### src/rtl/zbuf_pkg.sv
// Shared types for the Z-buffer scan reader: scan FSM states, the far-plane
// depth constant and the pixel record carried through the output FIFO.
package zbuf_pkg;

  typedef enum logic [1:0] {
    IDLE,
    RUN,
    DRAIN
  } scan_state_t;

  // Depth is carried at the widest supported width and trimmed at the ports.
  localparam int Z_MAX_BITS = 16;
  localparam logic [Z_MAX_BITS-1:0] Z_FAR = '1;

  typedef struct packed {
    logic [7:0]            x;
    logic [6:0]            y;
    logic [Z_MAX_BITS-1:0] z;
    logic                  last;
  } pixel_t;

endpackage

### src/rtl/zbuf_scan_reader_if.sv
// Bus bundle for the scan reader: shared-port depth RAM plus the
// valid/ready pixel output stream.
interface zbuf_scan_reader_if #(
  parameter int ADDR_BITS = 15,
  parameter int Z_BITS    = 8
);

  logic [ADDR_BITS-1:0] mem_addr;
  logic                 mem_re;
  logic                 mem_we;
  logic [Z_BITS-1:0]    mem_wdata;
  logic [Z_BITS-1:0]    mem_rdata;
  logic                 out_valid;
  logic                 out_ready;
  logic [7:0]           out_x;
  logic [6:0]           out_y;
  logic [Z_BITS-1:0]    out_z;
  logic                 out_last;

  modport master (
    output mem_addr, mem_re, mem_we, mem_wdata,
    input  mem_rdata,
    output out_valid, out_x, out_y, out_z, out_last,
    input  out_ready
  );

  modport slave (
    input  mem_addr, mem_re, mem_we, mem_wdata,
    output mem_rdata,
    input  out_valid, out_x, out_y, out_z, out_last,
    output out_ready
  );

endinterface

### src/rtl/zbuf_out_fifo.sv
// Two-entry registered pixel FIFO with valid/ready pop side and a
// synchronous flush; the head entry drives the outputs directly.
module zbuf_out_fifo
  import zbuf_pkg::*;
(
  input  logic       clk,
  input  logic       reset,
  input  logic       flush,
  input  logic       push,
  input  pixel_t     push_data,
  input  logic       pop_ready,
  output logic       pop_valid,
  output pixel_t     pop_data,
  output logic [1:0] count
);

  pixel_t     head_q, head_d;
  pixel_t     tail_q, tail_d;
  logic [1:0] count_q, count_d;
  logic       pop;

  assign pop = pop_valid & pop_ready;

  // The head only moves on a pop or when empty, so a stalled output stays put.
  always_comb begin
    head_d  = head_q;
    tail_d  = tail_q;
    count_d = count_q;
    if (flush) begin
      count_d = 2'd0;
    end else begin
      case (count_q)
        2'd0: begin
          if (push) begin
            head_d  = push_data;
            count_d = 2'd1;
          end
        end
        2'd1: begin
          if (pop && push) begin
            head_d = push_data;
          end else if (pop) begin
            count_d = 2'd0;
          end else if (push) begin
            tail_d  = push_data;
            count_d = 2'd2;
          end
        end
        2'd2: begin
          if (pop) begin
            head_d = tail_q;
            if (push) tail_d = push_data;
            else      count_d = 2'd1;
          end
        end
        default: count_d = 2'd0;
      endcase
    end
  end

  always_ff @(posedge clk or negedge reset) begin
    if (!reset) begin
      head_q  <= '0;
      tail_q  <= '0;
      count_q <= 2'd0;
    end else begin
      head_q  <= head_d;
      tail_q  <= tail_d;
      count_q <= count_d;
    end
  end

  assign pop_valid = (count_q != 2'd0);
  assign pop_data  = head_q;
  assign count     = count_q;

endmodule

### src/rtl/zbuf_scan_reader.sv
// Z-buffer read side: scans one frame forward or backward, reads depth from a
// 1-cycle sync RAM, optionally clears behind the scan, and streams (x,y,z).
module zbuf_scan_reader
  import zbuf_pkg::*;
#(
  parameter int H_RES     = 160,
  parameter int V_RES     = 120,
  parameter int Z_BITS    = 8,
  parameter int ADDR_BITS = 15
) (
  input  logic clk,
  input  logic reset,
  input  logic start,
  input  logic reverse,
  input  logic clear_en,
  input  logic abort,
  output logic busy,
  output logic done,
  zbuf_scan_reader_if.master bus
);

  localparam logic [7:0]           X_MAX  = 8'(H_RES - 1);
  localparam logic [6:0]           Y_MAX  = 7'(V_RES - 1);
  localparam logic [ADDR_BITS-1:0] A_LAST = ADDR_BITS'(H_RES * V_RES - 1);

  scan_state_t          state_q, state_d;
  logic [7:0]           x_q, x_d;
  logic [6:0]           y_q, y_d;
  logic [ADDR_BITS-1:0] addr_q, addr_d;
  logic                 rev_q, rev_d;
  logic                 clr_q, clr_d;
  logic                 rd_pend_q, rd_pend_d;
  logic [ADDR_BITS-1:0] rd_addr_q, rd_addr_d;
  logic [7:0]           rd_x_q, rd_x_d;
  logic [6:0]           rd_y_q, rd_y_d;
  logic                 rd_last_q, rd_last_d;

  logic       start_ok, scan_last, issue, fifo_valid, fifo_pop, unused_z;
  logic [1:0] fifo_count;
  logic [2:0] occ;
  pixel_t     push_pix, head_pix;

  assign start_ok  = (state_q == IDLE) && start && !abort;
  assign scan_last = rev_q ? (addr_q == '0) : (addr_q == A_LAST);
  assign fifo_pop  = fifo_valid & bus.out_ready;

  // Occupancy counts a pop happening this cycle so plain mode sustains 1 pixel/cycle.
  assign occ   = 3'(fifo_count) + 3'(rd_pend_q) - 3'(fifo_pop);
  assign issue = (state_q == RUN) && !abort && !(rd_pend_q && clr_q) && (occ < 3'd2);

  always_ff @(posedge clk or negedge reset) begin
    if (!reset) state_q <= IDLE;
    else        state_q <= state_d;
  end

  always_comb begin
    state_d = state_q;
    case (state_q)
      IDLE:    if (start_ok) state_d = RUN;
      RUN:     if (abort) state_d = IDLE;
               else if (issue && scan_last) state_d = DRAIN;
      DRAIN:   if (abort) state_d = IDLE;
               else if (fifo_pop && head_pix.last) state_d = IDLE;
      default: state_d = IDLE;
    endcase
  end

  always_comb begin
    bus.mem_re    = issue;
    bus.mem_we    = rd_pend_q && clr_q && !abort;
    bus.mem_addr  = bus.mem_we ? rd_addr_q : addr_q;
    bus.mem_wdata = Z_FAR[Z_BITS-1:0];
    busy          = (state_q != IDLE);
    done          = (state_q == DRAIN) && fifo_pop && head_pix.last && !abort;
  end

  // The linear address tracks x/y so the RAM address needs no multiplier.
  always_comb begin
    x_d       = x_q;
    y_d       = y_q;
    addr_d    = addr_q;
    rev_d     = rev_q;
    clr_d     = clr_q;
    rd_pend_d = issue;
    rd_addr_d = rd_addr_q;
    rd_x_d    = rd_x_q;
    rd_y_d    = rd_y_q;
    rd_last_d = rd_last_q;
    if (start_ok) begin
      rev_d  = reverse;
      clr_d  = clear_en;
      x_d    = reverse ? X_MAX : 8'd0;
      y_d    = reverse ? Y_MAX : 7'd0;
      addr_d = reverse ? A_LAST : '0;
    end else if (issue) begin
      rd_addr_d = addr_q;
      rd_x_d    = x_q;
      rd_y_d    = y_q;
      rd_last_d = scan_last;
      if (rev_q) begin
        if (x_q == 8'd0) begin
          x_d = X_MAX;
          y_d = y_q - 7'd1;
        end else begin
          x_d = x_q - 8'd1;
        end
        addr_d = addr_q - ADDR_BITS'(1);
      end else begin
        if (x_q == X_MAX) begin
          x_d = 8'd0;
          y_d = y_q + 7'd1;
        end else begin
          x_d = x_q + 8'd1;
        end
        addr_d = addr_q + ADDR_BITS'(1);
      end
    end
  end

  always_ff @(posedge clk or negedge reset) begin
    if (!reset) begin
      x_q       <= '0;
      y_q       <= '0;
      addr_q    <= '0;
      rev_q     <= 1'b0;
      clr_q     <= 1'b0;
      rd_pend_q <= 1'b0;
      rd_addr_q <= '0;
      rd_x_q    <= '0;
      rd_y_q    <= '0;
      rd_last_q <= 1'b0;
    end else begin
      x_q       <= x_d;
      y_q       <= y_d;
      addr_q    <= addr_d;
      rev_q     <= rev_d;
      clr_q     <= clr_d;
      rd_pend_q <= rd_pend_d;
      rd_addr_q <= rd_addr_d;
      rd_x_q    <= rd_x_d;
      rd_y_q    <= rd_y_d;
      rd_last_q <= rd_last_d;
    end
  end

  always_comb begin
    push_pix.x    = rd_x_q;
    push_pix.y    = rd_y_q;
    push_pix.z    = Z_MAX_BITS'(bus.mem_rdata);
    push_pix.last = rd_last_q;
  end

  zbuf_out_fifo u_fifo (
    .clk       (clk),
    .reset     (reset),
    .flush     (abort),
    .push      (rd_pend_q),
    .push_data (push_pix),
    .pop_ready (bus.out_ready),
    .pop_valid (fifo_valid),
    .pop_data  (head_pix),
    .count     (fifo_count)
  );

  assign bus.out_valid = fifo_valid;
  assign bus.out_x     = head_pix.x;
  assign bus.out_y     = head_pix.y;
  assign bus.out_z     = head_pix.z[Z_BITS-1:0];
  assign bus.out_last  = head_pix.last;
  assign unused_z      = ^head_pix.z;

endmodule

### src/flat_wrapper.sv
// flat-port wrapper written by rule: the top's interface ports become plain ports
module zbuf_scan_reader_flat import zbuf_pkg::*;
#(
  parameter int H_RES     = 160,
  parameter int V_RES     = 120,
  parameter int Z_BITS    = 8,
  parameter int ADDR_BITS = 15
)
  (clk, reset, start, reverse, clear_en, abort, busy, done, bus_mem_addr, bus_mem_re, bus_mem_we, bus_mem_wdata, bus_mem_rdata, bus_out_valid, bus_out_x, bus_out_y, bus_out_z, bus_out_last, bus_out_ready);
  zbuf_scan_reader_if #(.ADDR_BITS(ADDR_BITS), .Z_BITS(Z_BITS)) bus_i ();
  input  logic clk;
  input  logic reset;
  input  logic start;
  input  logic reverse;
  input  logic clear_en;
  input  logic abort;
  output logic busy;
  output logic done;
  output wire logic [$bits(bus_i.mem_addr)-1:0] bus_mem_addr;
  output wire logic [$bits(bus_i.mem_re)-1:0] bus_mem_re;
  output wire logic [$bits(bus_i.mem_we)-1:0] bus_mem_we;
  output wire logic [$bits(bus_i.mem_wdata)-1:0] bus_mem_wdata;
  input wire logic [$bits(bus_i.mem_rdata)-1:0] bus_mem_rdata;
  output wire logic [$bits(bus_i.out_valid)-1:0] bus_out_valid;
  output wire logic [$bits(bus_i.out_x)-1:0] bus_out_x;
  output wire logic [$bits(bus_i.out_y)-1:0] bus_out_y;
  output wire logic [$bits(bus_i.out_z)-1:0] bus_out_z;
  output wire logic [$bits(bus_i.out_last)-1:0] bus_out_last;
  input wire logic [$bits(bus_i.out_ready)-1:0] bus_out_ready;
  assign bus_mem_addr = bus_i.mem_addr;
  assign bus_mem_re = bus_i.mem_re;
  assign bus_mem_we = bus_i.mem_we;
  assign bus_mem_wdata = bus_i.mem_wdata;
  assign bus_i.mem_rdata = bus_mem_rdata;
  assign bus_out_valid = bus_i.out_valid;
  assign bus_out_x = bus_i.out_x;
  assign bus_out_y = bus_i.out_y;
  assign bus_out_z = bus_i.out_z;
  assign bus_out_last = bus_i.out_last;
  assign bus_i.out_ready = bus_out_ready;
  zbuf_scan_reader #(.H_RES(H_RES), .V_RES(V_RES), .Z_BITS(Z_BITS), .ADDR_BITS(ADDR_BITS)) u_core (.clk(clk), .reset(reset), .start(start), .reverse(reverse), .clear_en(clear_en), .abort(abort), .busy(busy), .done(done), .bus(bus_i));
endmodule
### config.mk
export PLATFORM = sky130hd
export DESIGN_NAME = zbuf_scan_reader_flat
export DESIGN_NICKNAME = d
export VERILOG_FILES = /design/src/rtl/zbuf_pkg.sv /design/src/rtl/zbuf_scan_reader_if.sv /design/src/rtl/zbuf_out_fifo.sv /design/src/rtl/zbuf_scan_reader.sv /design/src/flat_wrapper.sv
export SDC_FILE = /design/constraint.sdc
export NUM_CORES = 1
export LEC_CHECK = 0
export ABC_CLOCK_PERIOD_IN_PS = 8410
export BUFFER_PORTS_ARGS = -buffer_cell sky130_fd_sc_hd__buf_2
export CAP_MARGIN = 20
export CORE_UTILIZATION = 45
export DETAILED_ROUTE_END_ITERATION = 12
export SYNTH_ARGS = -nofsm -noshare
export SYNTH_HDL_FRONTEND = slang
export SYNTH_SLANG_ARGS = --single-unit
### constraint.sdc
create_clock -name clk -period 8.41 [get_ports clk]
set_input_delay 1.2615 -clock clk [delete_from_list [all_inputs] [get_ports clk]]
set_output_delay 1.2615 -clock clk [all_outputs]
set_load 0.02 [all_outputs]
==> PnR_summary.wiki, run 1 <==
{| class="wikitable"
! Metric !! Value
|-
| Actual slew at the worst max-slew pin || 1.05 ns
|-
| Chip Width || 121 microns
|-
| Global routing usage summed across all routing layers || 0.205
|-
| Post-CTS Repair Setup Buffers || 0
|-
| Top Family by Delay on Critical Path || buffers and inverters
|-
| Total negative slack for setup checks || 0 ns
|-
| H-Tree Depth || 4
|-
| Share of synthesized cell area in and, or, nand and nor gates || 0.195
|-
| Vert. Die Dim || 121 microns
|-
| Prevailing post-synth register cell || sky130_fd_sc_hd__dfrtp_1
|-
| Clock sink total || 116
|-
| Post-Synthesis Mean Instance Area || 9.05 sq um
|-
| Number of vias after detailed routing || 5105
|-
| Post-layout minimum cycle time || 5.15 ns
|-
| Average vias per placed instance || 5.44
|-
| Clock-pin slew reported for the worst setup and hold paths after clock tree synthesis || 0.06 ns
|-
| Antenna Violating Nets Remaining || 0
|-
| Detailed Routing Iterations Pass 1 || 6
|-
| Hold-critical path depth || 2
|-
| Core outline area || 13800 sq um
|-
| Count of pins on the block boundary || 67
|-
| Initial Utilization || 0.460
|-
| Worst Path Class, Setup || in -> out
|-
| Largest cells by area after synthesis || sky130_fd_sc_hd__dfrtp_1 (46%), sky130_fd_sc_hd__nand2_1 (11%), sky130_fd_sc_hd__mux2i_1 (4.4%), sky130_fd_sc_hd__ha_1 (4.3%), sky130_fd_sc_hd__o21ai_0 (4.2%)
|-
| Total die area || 14600 sq um
|-
| CP max stage delay || 0.77 ns
|-
| CTS tree || built
|-
| Cell area after technology mapping || 6360 sq um
|-
| Worst-case setup slack after placement || 3.24 ns
|-
| Leak pwr || 3.53 nW
|-
| Antenna diode count || 0
|-
| Share of cell area taken by muxes after synthesis || 0.0865
|-
| Post-synth top cells || sky130_fd_sc_hd__nand2_1 (182), sky130_fd_sc_hd__dfrtp_1 (116), sky130_fd_sc_hd__o21ai_0 (54)
|-
| Average wire per cell in the routed design || 14.7 microns
|-
| Endpoint kind of the worst setup timing path || primary output
|-
| Power density of the placed cells || 332 nW/um^2
|-
| Max Clock Freq || 194 MHz
|-
| Fraction of synthesized cell area taken by the top area cell type || 0.456
|-
| Insertion delay of the later-clocked pin in the worst-skew pair || 0.42 ns
|-
| Total of hold buffers inserted after clock tree synthesis || 0
|-
| Violation count after the first detailed-routing iteration || 252
|-
| Async SR Flop Fraction || 1.00
|-
| Req. time, crit path || 7.15 ns
|-
| Setup slack, reg-to-reg || 4.78 ns
|-
| Xor and xnor fraction of the mapped netlist area || 0.0234
|-
| Number of instances in the synthesized netlist || 703
|-
| Worst min path class || reg -> reg
|-
| Synth unique cells || 58
|-
| Synth Area in Adders || 0.0527
|-
| Largest area contributor in the synthesized netlist || sky130_fd_sc_hd__dfrtp_1
|-
| Worst clock skew || 0.00485 ns
|-
| Buffer type at the clock tree root || sky130_fd_sc_hd__clkbuf_16
|-
| Weighted congestion reported at the end of routability-driven placement || 0.826
|-
| Routed Wire Length || 13800 microns
|-
| Antenna violations before repair || 0
|-
| Final hold vios || 0
|-
| Wire length of the first global-routing pass || 23700 microns
|-
| Combinational family with the most area after synthesis || simple AND/OR/NAND/NOR gates
|-
| Endpoint of the worst-slack reg-to-reg timing path || u_core.x_q[5]
|-
| Number of rows created at floorplan || 43
|-
| Share of layout cells above drive strength 1 || 0.170
|-
| Critical Path Slowest Stage Cell || sky130_fd_sc_hd__inv_2
|-
| Run status || complete, no violations
|-
| Tcrit/Tclk final || 0.613
|-
| Slew Limit Fails || 0
|-
| Share of the yosys chip area belonging to registers || 0.456
|-
| Data arrival time at the worst-slack endpoint || 3.89 ns
|-
| Inserted Clock Buffers || 17
|-
| Finish-stage setup viols || 0
|-
| Net count, final || 785
|-
| Relative max-transition margin || 0.296
|-
| Total buffers and inverters traversed by the critical path || 4
|-
| Launch point of the worst hold path || u_core.u_fifo.pop_data[2]
|-
| Via count of the first global-routing pass || 5007
|-
| Number of synthesized flops with an enable pin || 0
|-
| RSZ-0062 raised after global routing || no
|-
| Number of remaining DRC errors || 0
|-
| Yosys warning total || 0
|-
| Number of synthesized register bits || 116
|-
| Quantity of gates resized following cts || 0
|-
| Worst VDD drop || 0.187 mV
|-
| Crit path setup slack, layout || 3.26 ns
|-
| Launch point of the worst reg-to-reg path || u_core.u_fifo.count[1]
|-
| Port bufs || 58
|-
| GRT overflow || 0
|-
| Worst Hold End || u_core.u_fifo.pop_data[2]
|-
| Clock buffer depth || 2
|-
| HPWL after detailed placement || 9010 microns
|-
| Cell count of the worst reg-to-reg path || 12
|-
| Fraction of the mapped netlist area in compound gates || 0.138
|-
| Max-capacitance violation count || 0
|-
| Library cell with the highest instance count after synthesis || sky130_fd_sc_hd__nand2_1
|-
| Largest net degree at the start of global routing || 76
|-
| Startpoint type of the worst setup path || primary input
|-
| Cell breakdown of the critical path || buf_2, nand2_1, ha_1, nand2_1, fa_1, xnor2_1, nand4_2, buf_4, inv_2, buf_2
|-
| Syn-to-layout area delta || 15.5%
|-
| Worst-path fanout max || 62
|}
## how the worst max path moves through the flow
stage	startpoint	end	slack, ns	depth (start not counted)
global route	bus_out_ready	bus_mem_re	3.00	10
finish	bus_out_ready	bus_mem_re	3.26	10
global placement	bus_out_ready	bus_mem_re	3.28	10
detailed placement	bus_out_ready	bus_mem_re	3.24	10
CTS	bus_out_ready	bus_mem_re	3.24	10
floorplan	bus_out_ready	bus_mem_re	4.20	9
## power breakdown
part	switching, mW	total, mW	internal (mW)
logic	0.481	0.801	0.319
registers	0.149	0.872	0.723
clock network	0.265	0.771	0.506
## cells in the final DEF (no fill, tap or decap), types with 8 or more instances in the layout
cell type / Yosys / routed
sky130_fd_sc_hd__a21oi_1: 41 / 41
sky130_fd_sc_hd__a31oi_1: 13 / 13
sky130_fd_sc_hd__buf_2: 14 / 57
sky130_fd_sc_hd__clkbuf_16: 0 / 17
sky130_fd_sc_hd__conb_1: 1 / 8
sky130_fd_sc_hd__dfrtp_1: 116 / 116
sky130_fd_sc_hd__ha_1: 22 / 22
sky130_fd_sc_hd__inv_1: 14 / 14
sky130_fd_sc_hd__mux2_2: 24 / 24
sky130_fd_sc_hd__mux2i_1: 28 / 28
sky130_fd_sc_hd__nand2_1: 182 / 182
sky130_fd_sc_hd__nand3_1: 14 / 14
sky130_fd_sc_hd__nor2_1: 22 / 22
sky130_fd_sc_hd__nor3_1: 12 / 12
sky130_fd_sc_hd__o21ai_0: 54 / 54
sky130_fd_sc_hd__xnor2_1: 8 / 8
sky130_fd_sc_hd__xor2_1: 9 / 9
## sequential cells by signal (all words and copies together) (netlist names)
register                cells
u_core.clr_q                1
u_core.rd_last_q            1
u_core.rd_pend_q            1
u_core.rev_q                1
u_core.y_q                  7
u_core.rd_x_q               8
u_core.state_q              2
u_core.addr_q              15
u_core.rd_y_q               7
u_core.u_fifo.pop_data     24
u_core.x_q                  8
u_core.u_fifo.count         2
u_core.u_fifo.tail_q       24
u_core.rd_addr_q           15
## worst register-to-register path, stage by stage, from the launching register on
cell	delay, ns
sky130_fd_sc_hd__dfrtp_1	0.47
sky130_fd_sc_hd__or2_2	0.36
sky130_fd_sc_hd__nand2_1	0.10
sky130_fd_sc_hd__ha_1	0.12
sky130_fd_sc_hd__nand2_1	0.06
sky130_fd_sc_hd__fa_1	0.38
sky130_fd_sc_hd__xnor2_1	0.17
sky130_fd_sc_hd__nand4_2	0.11
sky130_fd_sc_hd__buf_4	0.34
sky130_fd_sc_hd__inv_2	0.78
sky130_fd_sc_hd__nor2_1	0.29
sky130_fd_sc_hd__o21ai_0	0.21
sky130_fd_sc_hd__o21ai_0	0.10
## cells by family after synthesis
| group | Yosys count |
|---|---|
| flops | 116 |
| compound gates | 149 |
| mux | 52 |
| fa+ha+maj | 25 |
| xor+xnor | 17 |
| other cells | 1 |
| simple gates | 280 |
| buf+inv | 63 |
## routing by layer
metal	track usage	up-vias	routed length (microns)
met1	0.253	2470	6250
li1	-	2509	-
met5	0	-	0
met3	0.0446	17	593
met2	0.354	109	6740
met4	0.0679	0	183
## metrics by stage
step / hold slack, ns / utilization / std cells / power, mW / cell area, sq um
floorplan: 0.446 / - / 710 / 1.45 / 6390
global placement: 0.457 / 0.485 / 906 / 1.65 / 6710
detailed placement: 0.463 / 0.485 / 906 / 1.68 / 6710
CTS: 0.478 / 0.532 / 938 / 2.46 / 7350
global route: 0.497 / 0.532 / 938 / 2.62 / 7350
finish: 0.473 / 0.532 / 938 / 2.44 / 7350
## final cells by class
cell class                      count  area (sq um)
Multi-Input combinational cell    531          3190
Clock buffer                       18           439
Sequential cell                   116          2900
Tap cell                          180           225
Inverter                           16          60.1
Clock inverter                     14           200
Fill cell                        1263          6480
Timing Repair Buffer               63           330
(Power assumes the default switching activity.)
==> run 2: changes to the inputs <==
--- a/config.mk
+++ b/config.mk
@@ -5,11 +5,13 @@
 export SDC_FILE = /design/constraint.sdc
 export NUM_CORES = 1
 export LEC_CHECK = 0
-export ABC_CLOCK_PERIOD_IN_PS = 8410
+export ABC_AREA = 1
+export ABC_CLOCK_PERIOD_IN_PS = 4700
 export BUFFER_PORTS_ARGS = -buffer_cell sky130_fd_sc_hd__buf_2
 export CAP_MARGIN = 20
 export CORE_UTILIZATION = 45
 export DETAILED_ROUTE_END_ITERATION = 12
+export PLACE_DENSITY = 0.66
 export SYNTH_ARGS = -nofsm -noshare
 export SYNTH_HDL_FRONTEND = slang
 export SYNTH_SLANG_ARGS = --single-unit
==> constraint.sdc (replaced) <==
create_clock -name clk -period 4.7 [get_ports clk]
set_input_delay 0.705 -clock clk [delete_from_list [all_inputs] [get_ports clk]]
set_output_delay 0.705 -clock clk [all_outputs]
set_load 0.02 [all_outputs]
==> PnR_summary.wiki, run 2 <==
{| class="wikitable"
! Metric !! Value
|-
| Run status || complete, no violations
|-
| Launch point of the worst reg-to-reg path || u_core.u_fifo.count[1]
|-
| Number of vias after detailed routing || 5594 (+9.6%)
|-
| Largest net degree at the start of global routing || 60 (-21%)
|-
| Worst-path fanout max || 59 (-4.8%)
|-
| Worst clock skew || 0.00650 ns (+0.00165 ns)
|-
| Insertion delay of the later-clocked pin in the worst-skew pair || 0.41 ns (about the same)
|-
| Clock buffer depth || 2 (unchanged)
|-
| Endpoint of the worst-slack reg-to-reg timing path || u_core.x_q[7]
|-
| Actual slew at the worst max-slew pin || 0.822 ns (-0.232 ns)
|-
| Slew Limit Fails || 0 (unchanged)
|-
| Endpoint kind of the worst setup timing path || flop
|-
| Largest area contributor in the synthesized netlist || sky130_fd_sc_hd__dfrtp_1
|-
| Post-synth top cells || sky130_fd_sc_hd__nand2_1 (223), sky130_fd_sc_hd__dfrtp_1 (116), sky130_fd_sc_hd__inv_1 (76)
|-
| Synth unique cells || 41 (-29%)
|-
| Port bufs || 58 (unchanged)
|-
| Power density of the placed cells || 728 nW/um^2 (+120%)
|-
| Most used cells in the layout excluding fill and tap cells || sky130_fd_sc_hd__nand2_1 (222), sky130_fd_sc_hd__dfrtp_1 (116), sky130_fd_sc_hd__inv_1 (76)
|-
| Antenna Violating Nets Remaining || 0 (unchanged)
|-
| Chip Width || 123 microns (+1.6%)
|-
| Share of layout cells above drive strength 1 || 0.160 (-0.0103)
|-
| Cell count of the worst reg-to-reg path || 15 (+3)
|-
| Global routing usage summed across all routing layers || 0.217 (+0.0121)
|-
| Weighted congestion reported at the end of routability-driven placement || 0.902 (+9.1%)
|-
| Tcrit/Tclk final || 0.692
|-
| Count of pins on the block boundary || 67 (unchanged)
|-
| Data arrival time at the worst-slack endpoint || 3.55 ns (-0.34 ns)
|-
| Total die area || 15100 sq um (+3.3%)
|-
| Cell area after technology mapping || 6580 sq um (+3.3%)
|-
| Worst-case setup slack after placement || 1.29 ns (-1.95 ns)
|-
| Leak pwr || 3.84 nW (+8.7%)
|-
| H-Tree Depth || 4 (unchanged)
|-
| Syn-to-layout area delta || 15.8%
|-
| Antenna diode count || 0 (unchanged)
|-
| Final non-filler cell total || 1062 (+13%)
|-
| Endpoint of the most critical setup path || u_core.x_q[7]
|-
| Worst Path Class, Setup || reg -> reg
|-
| Clock sink total || 116 (unchanged)
|-
| Worst min path class || in -> async
|-
| Average wire per cell in the routed design || 14.6 microns (-0.73%)
|-
| RSZ-0062 raised after global routing || no
|-
| Post-Synthesis Mean Instance Area || 8.10 sq um (-11%)
|-
| Number of synthesized flops with an enable pin || 0 (unchanged)
|-
| Core outline area || 14000 sq um (+1.6%)
|-
| Worst VDD drop || 0.380 mV (+100%)
|-
| Max Clock Freq || 308 MHz
|-
| Total of hold buffers inserted after clock tree synthesis || 0 (unchanged)
|-
| Largest cells by area after synthesis || sky130_fd_sc_hd__dfrtp_1 (44%), sky130_fd_sc_hd__nand2_1 (13%), sky130_fd_sc_hd__o21ai_0 (5.4%), sky130_fd_sc_hd__inv_1 (4.3%), sky130_fd_sc_hd__ha_1 (4.2%)
|-
| Number of cells in the design after placement || 1029 (+14%)
|-
| Setup slack, reg-to-reg || 1.45 ns (-3.33 ns)
|-
| Post-layout minimum cycle time || 3.25 ns
|-
| Detailed Routing Iterations Pass 1 || 6 (unchanged)
|-
| Prevailing post-synth register cell || sky130_fd_sc_hd__dfrtp_1
|-
| Number of synthesized register bits || 116 (unchanged)
|-
| CTS tree || built
|-
| Via count of the first global-routing pass || 5144 (+2.7%)
|-
| Finish-stage setup viols || 0 (unchanged)
|-
| Post-CTS Repair Setup Buffers || 0 (unchanged)
|-
| Violation count after the first detailed-routing iteration || 476 (+89%)
|-
| Clock-pin slew reported for the worst setup and hold paths after clock tree synthesis || 0.06 ns (about the same)
|-
| Total negative slack for setup checks || 0 ns (unchanged)
|-
| Number of remaining DRC errors || 0 (unchanged)
|-
| Yosys warning total || 0 (unchanged)
|-
| Relative max-transition margin || 0.452 (+0.156)
|-
| Antenna violations before repair || 0 (unchanged)
|-
| Final hold vios || 0 (unchanged)
|-
| GRT overflow || 0 (unchanged)
|-
| Fraction of synthesized cell area taken by the top area cell type || 0.441 (-0.0147)
|-
| Critical path startpoint || u_core.u_fifo.count[1]
|-
| HPWL after detailed placement || 10500 microns (+16%)
|-
| Average vias per placed instance || 5.27 (-3.2%)
|-
| Max-capacitance violation count || 0 (unchanged)
|-
| Share of the yosys chip area belonging to registers || 0.441 (-0.0147)
|-
| Buffer type at the clock tree root || sky130_fd_sc_hd__clkbuf_16
|-
| Inserted Clock Buffers || 17 (unchanged)
|-
| Number of rows created at floorplan || 43 (unchanged)
|-
| Final core utilization || 0.542 (+0.0105)
|-
| Crit path setup slack, layout || 1.45 ns (-1.81 ns)
|-
| Number of instances in the synthesized netlist || 812 (+16%)
|-
| Most common cell after layout, fill and taps aside || sky130_fd_sc_hd__nand2_1
|-
| Net count, final || 909 (+16%)
|-
| Initial Utilization || 0.468 (+0.00800)
|-
| Startpoint type of the worst setup path || flop
|-
| Library cell with the highest instance count after synthesis || sky130_fd_sc_hd__nand2_1
|-
| Wire length of the first global-routing pass || 25400 microns (+7.2%)
|-
| Req. time, crit path || 5.00 ns (-2.15 ns)
|-
| Routed Wire Length || 15500 microns (+12%)
|-
| Quantity of gates resized following cts || 0 (unchanged)
|-
| Vert. Die Dim || 123 microns (+1.6%)
|-
| Async SR Flop Fraction || 1.00 (unchanged)
|}
-- run 2: cell types whose count changed after synthesis, moves of 8 or more --
cell / before / now
sky130_fd_sc_hd__a21oi_1: 41 / 24
sky130_fd_sc_hd__nor2_1: 22 / 60
sky130_fd_sc_hd__mux2_4: 0 / 16
sky130_fd_sc_hd__mux2i_1: 28 / 0
sky130_fd_sc_hd__inv_1: 14 / 76
sky130_fd_sc_hd__a31oi_1: 13 / 25
sky130_fd_sc_hd__nand2_1: 182 / 223
sky130_fd_sc_hd__nand4_1: 7 / 19
sky130_fd_sc_hd__nand3_1: 14 / 48
sky130_fd_sc_hd__a22oi_1: 1 / 10
sky130_fd_sc_hd__o21ai_0: 54 / 71
sky130_fd_sc_hd__clkbuf_1: 19 / 11
sky130_fd_sc_hd__mux2_2: 24 / 6
-- run 2: critical path: stages (launching register included) --
cell and delay, ns:
sky130_fd_sc_hd__dfrtp_1 0.48, sky130_fd_sc_hd__nor2_1 0.08, sky130_fd_sc_hd__inv_1 0.12, sky130_fd_sc_hd__nand2_1 0.11, sky130_fd_sc_hd__ha_1 0.28, sky130_fd_sc_hd__nand2_1 0.06
sky130_fd_sc_hd__fa_1 0.49, sky130_fd_sc_hd__nand2_1 0.05, sky130_fd_sc_hd__nor2_1 0.12, sky130_fd_sc_hd__nand2_2 0.06, sky130_fd_sc_hd__buf_4 0.29, sky130_fd_sc_hd__nand2_2 0.19
sky130_fd_sc_hd__inv_2 0.17, sky130_fd_sc_hd__nor2_4 0.37, sky130_fd_sc_hd__nand3_1 0.11, sky130_fd_sc_hd__and2_1 0.14
-- run 2: per-layer routing --
layer	track usage	wire, microns	vias up
li1	-	-	2799
met1	0.307	7630	2635
met2	0.335	6980	144
met3	0.0443	685	16
met4	0.0671	163	0
met5	0	0	-
-- run 2: final cells by class --
type,count,area (sq um)
multi-input cells,584,3180
clock inverters,14,178
well taps,180,225
repair buffers,67,373
fillers,1316,6430
clock buffers,18,439
inverters,83,312
flip-flops and latches,116,2900
-- run 2: worst min-delay path by stage --
stage / startpoint / to / slack [ns] / cells after the start
after floorplan: reset / u_core.addr_q[0] / 0.41 / 0
after global placement: u_core.clr_q / u_core.clr_q / 0.46 / 2
after detailed placement: u_core.clr_q / u_core.clr_q / 0.47 / 2
after CTS: reset / u_core.u_fifo.count[0] / 0.32 / 1
after global routing: reset / u_core.u_fifo.count[0] / 0.35 / 1
final: reset / u_core.u_fifo.count[0] / 0.30 / 1
-- run 2: per-stage QoR --
step,instance area (sq um),power (mW),hold slack [ns]
2_1_floorplan,6600,3.54,0.409
3_3_place_gp,6980,4.16,0.461
3_5_place_dp,6980,4.19,0.466
4_1_cts,7590,5.56,0.324
5_1_grt,7610,6.00,0.350
6_report,7610,5.55,0.303
-- run 2: cells by family after synthesis --
logic type,synth area share
xor+xnor,0.0133
flops,0.441
fa+ha+maj,0.0510
simple gates,0.243
other cells,0.000570
compound gates,0.124
mux,0.0468
buf+inv,0.0807
-- run 2: where the power goes --
part,internal (mW),total (mW),switching (mW)
combinational,0.904,2.43,1.53
sequential,1.43,1.77,0.332
clock,0.854,1.35,0.493
total,3.19,5.55,2.35
==> run 3: changes to the inputs <==
--- a/config.mk
+++ b/config.mk
@@ -6,7 +6,7 @@
 export NUM_CORES = 1
 export LEC_CHECK = 0
 export ABC_AREA = 1
-export ABC_CLOCK_PERIOD_IN_PS = 4700
+export ABC_CLOCK_PERIOD_IN_PS = 2600
 export BUFFER_PORTS_ARGS = -buffer_cell sky130_fd_sc_hd__buf_2
 export CAP_MARGIN = 20
 export CORE_UTILIZATION = 45
==> constraint.sdc (replaced) <==
create_clock -name clk -period 2.6 [get_ports clk]
set_input_delay 0.39 -clock clk [delete_from_list [all_inputs] [get_ports clk]]
set_output_delay 0.39 -clock clk [all_outputs]
set_load 0.02 [all_outputs]
==> PnR_summary.wiki, run 3 (synthesis results as in run 2) <==
{| class="wikitable"
! Metric !! Value
|-
| Run status || complete, no violations
|-
| Worst-case setup slack after placement || 0.0593 ns (-1.23 ns)
|-
| Final non-filler cell total || 1082 (+1.9%)
|-
| Wire length of the first global-routing pass || 25600 microns (+1.0%)
|-
| Routed Wire Length || 15400 microns (-0.46%)
|-
| Number of vias after detailed routing || 5665 (+1.3%)
|-
| Worst clock skew || 0.0109 ns (+0.00438 ns)
|-
| Launch point of the worst hold path || clear_en
|-
| Slew Limit Fails || 0 (unchanged)
|-
| Port bufs || 58 (unchanged)
|-
| Net count, final || 930 (+2.3%)
|-
| Detailed Routing Iterations Pass 1 || 5 (-1)
|-
| Max-capacitance violation count || 0 (unchanged)
|-
| RSZ-0062 raised after global routing || yes
|-
| Share of layout cells above drive strength 1 || 0.182 (+0.0220)
|-
| Final hold vios || 0 (unchanged)
|-
| Inserted Clock Buffers || 17 (unchanged)
|-
| Buffer type at the clock tree root || sky130_fd_sc_hd__clkbuf_16
|-
| Global routing usage summed across all routing layers || 0.221 (+0.00346)
|-
| Launch point of the worst reg-to-reg path || u_core.u_fifo.count[0]
|-
| Endpoint kind of the worst setup timing path || primary output
|-
| Total power of the final layout || 10.1 mW (+82%)
|-
| Worst VDD drop || 0.816 mV (+110%)
|-
| Post-layout minimum cycle time || 2.60 ns
|-
| Clock-pin slew reported for the worst setup and hold paths after clock tree synthesis || 0.05 ns (about the same)
|-
| Relative max-transition margin || 0.581 (+0.130)
|-
| Via count of the first global-routing pass || 5234 (+1.7%)
|-
| Antenna Violating Nets Remaining || 0 (unchanged)
|-
| Req. time, crit path || 2.21 ns (-2.79 ns)
|-
| Leak pwr || 3.94 nW (+2.7%)
|-
| Number of cells in the design after placement || 1044 (+1.5%)
|-
| Average vias per placed instance || 5.24 (-0.60%)
|-
| Worst Path Class, Setup || reg -> out
|-
| Top Family by Delay on Critical Path || adder cells
|-
| Most used cells in the layout excluding fill and tap cells || sky130_fd_sc_hd__nand2_1 (220), sky130_fd_sc_hd__dfrtp_1 (116), sky130_fd_sc_hd__inv_1 (75)
|-
| Antenna diode count || 0 (unchanged)
|-
| CP max stage delay || 0.49 ns (about the same)
|-
| Most common cell after layout, fill and taps aside || sky130_fd_sc_hd__nand2_1
|-
| Largest net degree at the start of global routing || 74 (+23%)
|-
| Average wire per cell in the routed design || 14.2 microns (-2.3%)
|-
| Tcrit/Tclk final || 0.999
|-
| Clock buffer depth || 2 (unchanged)
|-
| Setup slack, reg-to-reg || 0.17 ns (-1.28 ns)
|-
| Count of filler cells inserted in the layout || 1303 (-0.99%)
|-
| Core outline area || 14000 sq um (unchanged)
|-
| Weighted congestion reported at the end of routability-driven placement || 0.868 (-3.7%)
|-
| Crit path setup slack, layout || 0.00306 ns (-1.45 ns)
|-
| Number of rows created at floorplan || 43 (unchanged)
|-
| Clock sink total || 116 (unchanged)
|-
| Cell breakdown of the critical path || nor2_1, inv_1, nand2_2, ha_4, nand2_2, fa_1, nand2_1, nor2_2, nand2_2, inv_4, buf_6
|-
| Endpoint of the worst-slack reg-to-reg timing path || u_core.state_q[0]
|-
| Chip Width || 123 microns (unchanged)
|-
| HPWL after detailed placement || 10900 microns (+3.9%)
|-
| Max Clock Freq || 385 MHz
|-
| Worst-path fanout max || 2 (-97%)
|-
| Total die area || 15100 sq um (unchanged)
|-
| Startpoint type of the worst setup path || flop
|-
| Total negative slack for setup checks || 0 ns (unchanged)
|-
| H-Tree Depth || 4 (unchanged)
|-
| CTS tree || built
|-
| GRT overflow || 0 (unchanged)
|-
| Hold-critical path depth || 3
|-
| Antenna violations before repair || 0 (unchanged)
|-
| Initial Utilization || 0.468 (unchanged)
|-
| Worst Hold End || u_core.clr_q
|-
| Cell count of the worst reg-to-reg path || 15 (unchanged)
|-
| Vert. Die Dim || 123 microns (unchanged)
|-
| Syn-to-layout area delta || 18.8%
|-
| Count of pins on the block boundary || 67 (unchanged)
|-
| Worst min path class || in -> reg
|-
| Most Frequent Cell on Critical Path || sky130_fd_sc_hd__nand2_2
|-
| Violation count after the first detailed-routing iteration || 498 (+4.6%)
|-
| Insertion delay of the later-clocked pin in the worst-skew pair || 0.42 ns (about the same)
|-
| Number of remaining DRC errors || 0 (unchanged)
|-
| Critical Path Slowest Stage Cell || sky130_fd_sc_hd__fa_1
|-
| Total buffers and inverters traversed by the critical path || 3 (unchanged)
|-
| Finish-stage setup viols || 0 (unchanged)
|-
| Data arrival time at the worst-slack endpoint || 2.21 ns (-1.34 ns)
|-
| Power density of the placed cells || 1290 nW/um^2 (+78%)
|-
| Actual slew at the worst max-slew pin || 0.627 ns (-0.195 ns)
|}
[run 3: cell count changes in the layout (fill, tap and decap cells not counted), sizes merged]
cell,delta
clkbuf,+2
dlygate4sd3,+1
inv,-3
clkinv,+1
clkinvlp,-1
buf,+20
[run 3: worst reg2reg max path, delay by kind of cell, from the launching register on]
kind | cells | cell delay [ns]
simple gates | 10 | 0.78
buf+inv | 3 | 0.41
fa+ha+maj | 2 | 0.76
flops | 1 | 0.34
[run 3: metrics by stage]
stage               hold WS, ns  cell area [sq um]  utilization
finish                    0.184               7820        0.557
global route              0.184               7820        0.557
CTS                       0.177               7750        0.552
detailed placement        0.445               7100        0.506
global placement          0.455               7100        0.506
floorplan                0.0944               6610            -
[run 3: report_power, final]
| group | internal, mW | total [mW] | switching (mW) |
|---|---|---|---|
| logic | 1.74 | 4.56 | 2.82 |
| clock network | 1.55 | 2.39 | 0.831 |
| registers | 2.59 | 3.17 | 0.573 |
[run 3: layout make-up]
class / instances / area [sq um] / share of cell area
multi-input combinational: 584 / 3200 / 0.410
clock inverter: 11 / 154 / 0.0197
inverter: 83 / 314 / 0.0402
sequential: 116 / 2900 / 0.371
tap: 180 / 225 / 0.0288
timing repair buffer: 88 / 559 / 0.0716
clock buffer: 20 / 457 / 0.0584
[run 3: worst max path at each step]
stage,from,endpoint,slack (ns),depth (start not counted)
floorplan,u_core.u_fifo.count[1],bus_mem_re,0.03,11
global placement,bus_out_ready,bus_mem_re,0.13,10
detailed placement,bus_out_ready,u_core.y_q[1],0.06,13
CTS,u_core.u_fifo.count[1],bus_mem_re,-0.01,11
global route,u_core.u_fifo.count[0],bus_mem_re,-0.13,11
finish,u_core.u_fifo.count[0],bus_mem_re,0.003,11
[run 3: what timing repair did]
action / CTS / global route
endpoints found under the setup margin: 1 / 19
gates resized for setup: 5 / 5
endpoints found under the hold margin: 10 / 0
hold buffers: 1 / 0
setup buffers: 3 / 2
pin swaps: 1 / 1
[run 3: routing by layer]
metal  vias up  track usage  routed length [microns]
li1       2846            -                        -
met1      2654        0.301                     7470
met2       144        0.343                     6980
met3        21       0.0461                      748
met4         0       0.0877                      195
met5         -            0                        0
